### config.mk
export PLATFORM = sky130hd
export DESIGN_NAME = divider_mc_flat
export DESIGN_NICKNAME = d
export VERILOG_FILES = /design/src/rtl/divider_mc_pkg.sv /design/src/rtl/divider_mc_if.sv /design/src/rtl/divider_mc_div_step.sv /design/src/rtl/divider_mc.sv /design/src/flat_wrapper.sv
export SDC_FILE = /design/constraint.sdc
export NUM_CORES = 1
export LEC_CHECK = 0
export ABC_AREA = 1
export BUFFER_PORTS_ARGS = -buffer_cell sky130_fd_sc_hd__buf_2
export CAP_MARGIN = 30
export CORE_UTILIZATION = 45
export DETAILED_ROUTE_END_ITERATION = 16
export PLACE_DENSITY = 0.65
export SLEW_MARGIN = 10
export SYNTH_ARGS = -nofsm -noshare
export SYNTH_HDL_FRONTEND = slang
export SYNTH_SLANG_ARGS = --single-unit
export TNS_END_PERCENT = 5
### constraint.sdc
create_clock -name clk -period 2.95 [get_ports clk]
set_input_delay 0.4425 -clock clk [delete_from_list [all_inputs] [get_ports clk]]
set_output_delay 0.4425 -clock clk [all_outputs]
set_load 0.02 [all_outputs]
### src/rtl/divider_mc_pkg.sv
// Shared definitions for the multi-channel restoring divider: FSM encodings,
// sign-fix bundle and the channel-index width helper.
package divider_mc_pkg;

  localparam logic [1:0] ST_IDLE = 2'd0;
  localparam logic [1:0] ST_ITER = 2'd1;
  localparam logic [1:0] ST_FIX  = 2'd2;
  localparam logic [1:0] ST_DONE = 2'd3;

  typedef struct packed {
    logic neg_quo;
    logic neg_rem;
  } sign_fix_t;

  // A single channel still needs a one-bit select port.
  function automatic int ch_width(input int n);
    return (n > 1) ? $clog2(n) : 1;
  endfunction

endpackage

### src/rtl/divider_mc_if.sv
// Request/result bundle between a requester (master) and the divider (slave).
interface divider_mc_if #(
  parameter int WIDTH  = 12,
  parameter int NUM_CH = 2
);
  import divider_mc_pkg::*;

  localparam int CH_W = ch_width(NUM_CH);

  logic                    en;
  logic                    start;
  logic [CH_W-1:0]         ch_sel;
  logic                    signed_mode;
  logic [NUM_CH*WIDTH-1:0] dividend_bus;
  logic [NUM_CH*WIDTH-1:0] divisor_bus;
  logic                    res_ack;
  logic                    busy;
  logic                    done;
  logic [WIDTH-1:0]        quotient;
  logic [WIDTH-1:0]        remainder;
  logic                    dbz;
  logic [CH_W-1:0]         res_ch;

  modport master (
    output en, start, ch_sel, signed_mode, dividend_bus, divisor_bus, res_ack,
    input  busy, done, quotient, remainder, dbz, res_ch
  );

  modport slave (
    input  en, start, ch_sel, signed_mode, dividend_bus, divisor_bus, res_ack,
    output busy, done, quotient, remainder, dbz, res_ch
  );

endinterface

### src/rtl/divider_mc_div_step.sv
// One combinational restoring-division step: shift in the next dividend bit,
// trial-subtract the divisor and keep the difference only when it is non-negative.
module div_step #(
  parameter int WIDTH = 12
) (
  input  logic [WIDTH:0]   rem_in,
  input  logic             dividend_msb,
  input  logic [WIDTH-1:0] divisor,
  output logic [WIDTH:0]   rem_out,
  output logic             q_bit
);

  logic [WIDTH+1:0] shifted;
  logic [WIDTH+1:0] diff;

  // One extra bit above the partial remainder carries the borrow of the trial subtract.
  always_comb begin
    shifted = {rem_in, dividend_msb};
    diff    = shifted - {2'b00, divisor};
    q_bit   = ~diff[WIDTH+1];
    rem_out = q_bit ? diff[WIDTH:0] : shifted[WIDTH:0];
  end

endmodule

### src/rtl/divider_mc.sv
// Multi-channel signed/unsigned restoring divider, one quotient bit per clock,
// with results held under a start/done/ack handshake.
module divider_mc
  import divider_mc_pkg::*;
#(
  parameter int WIDTH  = 12,
  parameter int NUM_CH = 2
) (
  input  logic        clk,
  input  logic        rst_n,
  divider_mc_if.slave bus
);

  localparam int CH_W  = ch_width(NUM_CH);
  localparam int CNT_W = $clog2(WIDTH + 1);

  logic [1:0]       state_q, state_d;
  logic [CNT_W-1:0] cnt_q, cnt_d;
  logic [WIDTH:0]   rem_q, rem_d;
  logic [WIDTH-1:0] shf_q, shf_d;
  logic [WIDTH-1:0] dvs_q, dvs_d;
  sign_fix_t        fix_q, fix_d;
  logic [CH_W-1:0]  ch_q, ch_d;
  logic [WIDTH-1:0] quotient_q, quotient_d;
  logic [WIDTH-1:0] remainder_q, remainder_d;
  logic             dbz_q, dbz_d;
  logic [CH_W-1:0]  res_ch_q, res_ch_d;

  logic [WIDTH-1:0] sel_dvd, sel_dvs;
  logic [WIDTH-1:0] abs_dvd, abs_dvs;
  logic [CH_W-1:0]  sel_ch;
  logic             accept;
  logic [WIDTH:0]   step_rem;
  logic             step_q;
  logic [WIDTH-1:0] mag_rem;

  // Out-of-range channel indices fall through to channel 0.
  always_comb begin
    sel_dvd = bus.dividend_bus[WIDTH-1:0];
    sel_dvs = bus.divisor_bus[WIDTH-1:0];
    sel_ch  = '0;
    for (int c = 1; c < NUM_CH; c++) begin
      if (int'(bus.ch_sel) == c) begin
        sel_dvd = bus.dividend_bus[c*WIDTH +: WIDTH];
        sel_dvs = bus.divisor_bus[c*WIDTH +: WIDTH];
        sel_ch  = CH_W'(c);
      end
    end
  end

  // Magnitudes are treated as unsigned, so the most-negative value maps onto itself correctly.
  always_comb begin
    abs_dvd = (bus.signed_mode && sel_dvd[WIDTH-1]) ? -sel_dvd : sel_dvd;
    abs_dvs = (bus.signed_mode && sel_dvs[WIDTH-1]) ? -sel_dvs : sel_dvs;
    accept  = bus.en && bus.start &&
              ((state_q == ST_IDLE) || ((state_q == ST_DONE) && bus.res_ack));
    mag_rem = rem_q[WIDTH-1:0];
  end

  div_step #(.WIDTH(WIDTH)) u_step (
    .rem_in      (rem_q),
    .dividend_msb(shf_q[WIDTH-1]),
    .divisor     (dvs_q),
    .rem_out     (step_rem),
    .q_bit       (step_q)
  );

  // shf_q shifts the dividend out MSB-first while quotient bits enter at the LSB,
  // so after the last step it holds the unsigned quotient.
  always_comb begin
    state_d     = state_q;
    cnt_d       = cnt_q;
    rem_d       = rem_q;
    shf_d       = shf_q;
    dvs_d       = dvs_q;
    fix_d       = fix_q;
    ch_d        = ch_q;
    quotient_d  = quotient_q;
    remainder_d = remainder_q;
    dbz_d       = dbz_q;
    res_ch_d    = res_ch_q;

    if (!bus.en) begin
      state_d = ST_IDLE;
    end else if (accept) begin
      ch_d = sel_ch;
      if (sel_dvs == '0) begin
        state_d     = ST_DONE;
        quotient_d  = '1;
        remainder_d = sel_dvd;
        dbz_d       = 1'b1;
        res_ch_d    = sel_ch;
      end else begin
        state_d       = ST_ITER;
        cnt_d         = '0;
        rem_d         = '0;
        shf_d         = abs_dvd;
        dvs_d         = abs_dvs;
        fix_d.neg_quo = bus.signed_mode && (sel_dvd[WIDTH-1] ^ sel_dvs[WIDTH-1]);
        fix_d.neg_rem = bus.signed_mode && sel_dvd[WIDTH-1];
      end
    end else begin
      case (state_q)
        ST_ITER: begin
          rem_d = step_rem;
          shf_d = {shf_q[WIDTH-2:0], step_q};
          cnt_d = cnt_q + CNT_W'(1);
          if (cnt_q == CNT_W'(WIDTH - 1)) begin
            state_d = ST_FIX;
          end
        end
        ST_FIX: begin
          quotient_d  = fix_q.neg_quo ? -shf_q : shf_q;
          remainder_d = fix_q.neg_rem ? -mag_rem : mag_rem;
          dbz_d       = 1'b0;
          res_ch_d    = ch_q;
          state_d     = ST_DONE;
        end
        ST_DONE: begin
          if (bus.res_ack) begin
            state_d = ST_IDLE;
          end
        end
        default: ;
      endcase
    end
  end

  always_ff @(posedge clk or negedge rst_n) begin
    if (!rst_n) begin
      state_q     <= ST_IDLE;
      cnt_q       <= '0;
      rem_q       <= '0;
      shf_q       <= '0;
      dvs_q       <= '0;
      fix_q       <= '0;
      ch_q        <= '0;
      quotient_q  <= '0;
      remainder_q <= '0;
      dbz_q       <= 1'b0;
      res_ch_q    <= '0;
    end else begin
      state_q     <= state_d;
      cnt_q       <= cnt_d;
      rem_q       <= rem_d;
      shf_q       <= shf_d;
      dvs_q       <= dvs_d;
      fix_q       <= fix_d;
      ch_q        <= ch_d;
      quotient_q  <= quotient_d;
      remainder_q <= remainder_d;
      dbz_q       <= dbz_d;
      res_ch_q    <= res_ch_d;
    end
  end

  assign bus.busy      = (state_q == ST_ITER) || (state_q == ST_FIX);
  assign bus.done      = (state_q == ST_DONE);
  assign bus.quotient  = quotient_q;
  assign bus.remainder = remainder_q;
  assign bus.dbz       = dbz_q;
  assign bus.res_ch    = res_ch_q;

  assert property (@(posedge clk) disable iff (!rst_n) !(bus.busy && bus.done));
  assert property (@(posedge clk) disable iff (!rst_n)
    (bus.done && bus.en && !bus.res_ack) |=> (bus.done && $stable(bus.quotient) && $stable(bus.remainder)));
  assert property (@(posedge clk) disable iff (!rst_n)
    (state_q == ST_ITER) |-> (int'(cnt_q) < WIDTH));

endmodule

### src/flat_wrapper.sv
// flat-port wrapper written by rule: the top's interface ports become plain ports
module divider_mc_flat import divider_mc_pkg::*;
#(
  parameter int WIDTH  = 12,
  parameter int NUM_CH = 2
)
  (clk, rst_n, bus_en, bus_start, bus_ch_sel, bus_signed_mode, bus_dividend_bus, bus_divisor_bus, bus_res_ack, bus_busy, bus_done, bus_quotient, bus_remainder, bus_dbz, bus_res_ch);
  divider_mc_if #(.WIDTH(WIDTH), .NUM_CH(NUM_CH)) bus_i ();
  input  logic clk;
  input  logic rst_n;
  input wire logic [$bits(bus_i.en)-1:0] bus_en;
  input wire logic [$bits(bus_i.start)-1:0] bus_start;
  input wire logic [$bits(bus_i.ch_sel)-1:0] bus_ch_sel;
  input wire logic [$bits(bus_i.signed_mode)-1:0] bus_signed_mode;
  input wire logic [$bits(bus_i.dividend_bus)-1:0] bus_dividend_bus;
  input wire logic [$bits(bus_i.divisor_bus)-1:0] bus_divisor_bus;
  input wire logic [$bits(bus_i.res_ack)-1:0] bus_res_ack;
  output wire logic [$bits(bus_i.busy)-1:0] bus_busy;
  output wire logic [$bits(bus_i.done)-1:0] bus_done;
  output wire logic [$bits(bus_i.quotient)-1:0] bus_quotient;
  output wire logic [$bits(bus_i.remainder)-1:0] bus_remainder;
  output wire logic [$bits(bus_i.dbz)-1:0] bus_dbz;
  output wire logic [$bits(bus_i.res_ch)-1:0] bus_res_ch;
  assign bus_i.en = bus_en;
  assign bus_i.start = bus_start;
  assign bus_i.ch_sel = bus_ch_sel;
  assign bus_i.signed_mode = bus_signed_mode;
  assign bus_i.dividend_bus = bus_dividend_bus;
  assign bus_i.divisor_bus = bus_divisor_bus;
  assign bus_i.res_ack = bus_res_ack;
  assign bus_busy = bus_i.busy;
  assign bus_done = bus_i.done;
  assign bus_quotient = bus_i.quotient;
  assign bus_remainder = bus_i.remainder;
  assign bus_dbz = bus_i.dbz;
  assign bus_res_ch = bus_i.res_ch;
  divider_mc #(.WIDTH(WIDTH), .NUM_CH(NUM_CH)) u_core (.clk(clk), .rst_n(rst_n), .bus(bus_i));
endmodule
==> summary.txt <==
status -> finished, violations left
failing checks -> design-rule violations
Worst-Margin Slew -> 590 ps
die footprint -> 0.0126 sq mm
post-synthesis sequential area ratio -> 32.9%
Pleak -> 3.43 nW
most frequent cells in the layout -> nand2_1 (290), inv_1 (100), buf_2 (81), dfrtp_1 (72), nand3_1 (67)
RSZ-0062 raised after global routing -> false
Seq cells post-synth -> 72
Hold Slack -> 5.59 ps
WL per Instance -> 13.1 microns
chip width -> 112 microns
fin crit period -> 2340 ps
ANT cells -> 0
Post-CTS Resized -> 0
# rows -> 39
Top FF cell, synth -> dfrtp_1
Final Core Density -> 54.1%
Yosys top cell by area -> dfrtp_1
Setup Crit Path Kind -> flip-flop to flip-flop
Initial Util -> 47.0%
GPL Wtd Cong -> 0.889
nets -> 988
Avg Vias per Cell -> 5.01
register area -> 0.00180 sq mm
# hold bufs at CTS -> 0
commonest non-fill, non-tap cell in the layout -> nand2_1
global-route wire length before repair -> 23.9 mm
Avg Cell Area, Syn -> 6.56 sq um
worst-case clock buffer depth -> 2
Tcrit/Tclk final -> 79.4%
Pins Over Slew Limit -> 0
Peak Freq -> 427 MHz
layout cell share with drive strength beyond 1 -> 14.8%
Synth Warn # -> 0
PortBufs -> 82
H-tree levels -> 3
post-CTS setup buffers -> 0
DRT Pass-1 Iters -> 14
Setup crit start kind -> flip-flop
crit-path cells -> ha_1 -> nand2_1 -> nor2_1 -> nand2_1 -> nand3_1 -> nand2_1 -> nand2_1 -> nand2_1 -> nand2_1 -> o21ai_0 -> nand3_1 -> nand2_1
max_slew headroom -> 60.2%
Syn-to-layout area delta -> 15.2%
maximum fanout along the worst path -> 13
Post-DP HPWL -> 10.6 mm
Skew-Pair Late Insertion Delay -> 340 ps
synth unique cells -> 37
critical path data required time -> 3170 ps
Fill cells -> 1211
pwr dens -> 1020 mW/mm^2
Reg clk slew, reported paths -> 60 ps
share of the synthesized area in the top cell type -> 32.9%
Congestion Overflow GR -> 0
maxcap violations -> 0
largest net degree at the start of global routing -> 73
core area -> 0.0117 sq mm
slowest cell delay on critical path -> 440 ps
crit path max-delay cell type -> dfrtp_1
Bufs and invs on worst path -> 0
CTS Root Cell -> clkbuf_16
Setup Viol. Count Final -> 0
cells after synthesis -> 835
syn_nets -> 912
# IOs -> 83
largest delay contributor family on the critical path -> simple AND/OR/NAND/NOR gates
worst vdd ir -> 0.395 mV
CTS Buf Count -> 9
Setup TNS Final -> 0 ps
clk sinks -> 72
Via Count -> 5302
cell mode on critical path -> nand2_1
Worst EP arrival -> 2570 ps
GRT Util Overall -> 23.8%
area taken by multi-input logic gates -> 0.00310 sq mm
post-route ant nets -> 0
vias in the first global route -> 4896
mapped cell area -> 0.00548 sq mm
ys async rst share -> 100%
Crit. End Element -> flip-flop
DIE HEIGHT -> 112 microns
Routed WL -> 13.9 mm
number of synthesized flops with an enable pin -> 0
initial antenna violation count -> 0
Setup Skew -> 9.59 ps
top cells by area, synth -> dfrtp_1 (33%), nand2_1 (20%), inv_1 (6.9%), nand3_1 (6.1%), o21ai_0 (5.4%)
DRT iter0 DRCs -> 383
Hold/Removal Path Class -> input pin to asynchronous set/reset pin
residual DRC count -> 1
Hold Fails Final Rpt -> 0
TritonCTS clock tree -> yes
-- per-layer routing --
layer | global-route usage, % | routed length [microns] | part of all wire [%] | vias up
met5 | 0 | 0 | 0 | -
met4 | 8.36 | 294 | 2.1 | 0
met3 | 3.46 | 760 | 5.5 | 23
met2 | 35.0 | 5640 | 41 | 148
met1 | 35.5 | 7220 | 52 | 2315
li1 | - | - | - | 2816
-- power by group --
group | leakage, nW | switching, mW | internal, mW | total [mW]
clock network | 0.155 | 0.418 | 0.758 | 1.18
logic | 2.35 | 2.29 | 1.24 | 3.53
registers | 0.923 | 0.337 | 1.39 | 1.73
total | 3.43 | 3.04 | 3.39 | 6.43
-- final timing paths --
check                                                          start                              endpoint  slack [ps]  cells past startpoint
worst max register to register           u_core.rem_q[2]$_DFFE_PN0P_          u_core.rem_q[10]$_DFFE_PN0P_         610                     12
min in group clk                                              bus_en         u_core.state_q[1]$_DFFE_PN0P_         460                      3
worst min-delay path                                           rst_n   u_core.bus.remainder[1]$_DFFE_PN0P_           6                      1
worst min register to register  u_core.bus.remainder[10]$_DFFE_PN0P_  u_core.bus.remainder[10]$_DFFE_PN0P_         470                      2
max in group asynchronous                                      rst_n    u_core.bus.quotient[2]$_DFFE_PN0P_        2380                      2
worst max-delay path                     u_core.rem_q[2]$_DFFE_PN0P_          u_core.rem_q[10]$_DFFE_PN0P_         610                     12
-- cell type report --
class | instances | area share (%)
multi-input combinational | 630 | 49.1
sequential | 72 | 28.5
timing repair buffer | 94 | 8.29
inverter | 104 | 6.20
clock buffer | 10 | 3.79
tap | 143 | 2.83
clock inverter | 5 | 1.29
-- flip-flops by register name, indices dropped and copies added, names as in the netlist --
signal and count:
u_core.bus.res_ch 1, u_core.shf_q 12, u_core.dvs_q 12, u_core.ch_q 1, u_core.bus.dbz 1, u_core.fix_q 2
u_core.cnt_q 4, u_core.bus.quotient 12, u_core.state_q 2, u_core.bus.remainder 12, u_core.rem_q 13
-- kinds of logic after synthesis --
| logic type | synth area share (%) |
|---|---|
| AND/OR/NAND/NOR | 35.1 |
| buffers and inverters | 10.6 |
| AO/OA/AOI/OAI | 13.0 |
| flip-flops | 32.9 |
| adder cells (fa/ha/maj) | 5.16 |
| XOR/XNOR | 3.20 |
-- worst reg2reg max path, cell delays in order, from the launching register on --
cell and delay (ps):
dfrtp_1 440, ha_1 390, nand2_1 120, nor2_1 120
nand2_1 60, nand3_1 150, nand2_1 130, nand2_1 100
nand2_1 50, nand2_1 310, o21ai_0 190, nand3_1 110
nand2_1 50
-- metrics by stage --
| stage | std cells | total power, mW | instance area, sq um | setup WS, ps |
|---|---|---|---|---|
| 5_1_grt | 1058 | 7.10 | 6310 | 399 |
| 2_1_floorplan | 835 | 4.39 | 5480 | 695 |
| 6_report | 1058 | 6.43 | 6310 | 608 |
| 3_3_place_gp | 1042 | 5.24 | 5960 | 518 |
| 4_1_cts | 1057 | 6.47 | 6280 | 586 |
| 3_5_place_dp | 1042 | 5.26 | 5960 | 437 |
-- cell usage after synthesis, types with 10 or more instances --
| cell | number |
|---|---|
| a21oi_1 | 23 |
| buf_2 | 10 |
| dfrtp_1 | 72 |
| ha_1 | 21 |
| inv_1 | 100 |
| nand2_1 | 290 |
| nand3_1 | 67 |
| nor2_1 | 64 |
| nor3_1 | 12 |
| o21ai_0 | 59 |
| o21ai_1 | 20 |
| o21ai_2 | 10 |
| xor2_1 | 11 |
(Power assumes the default switching activity.)
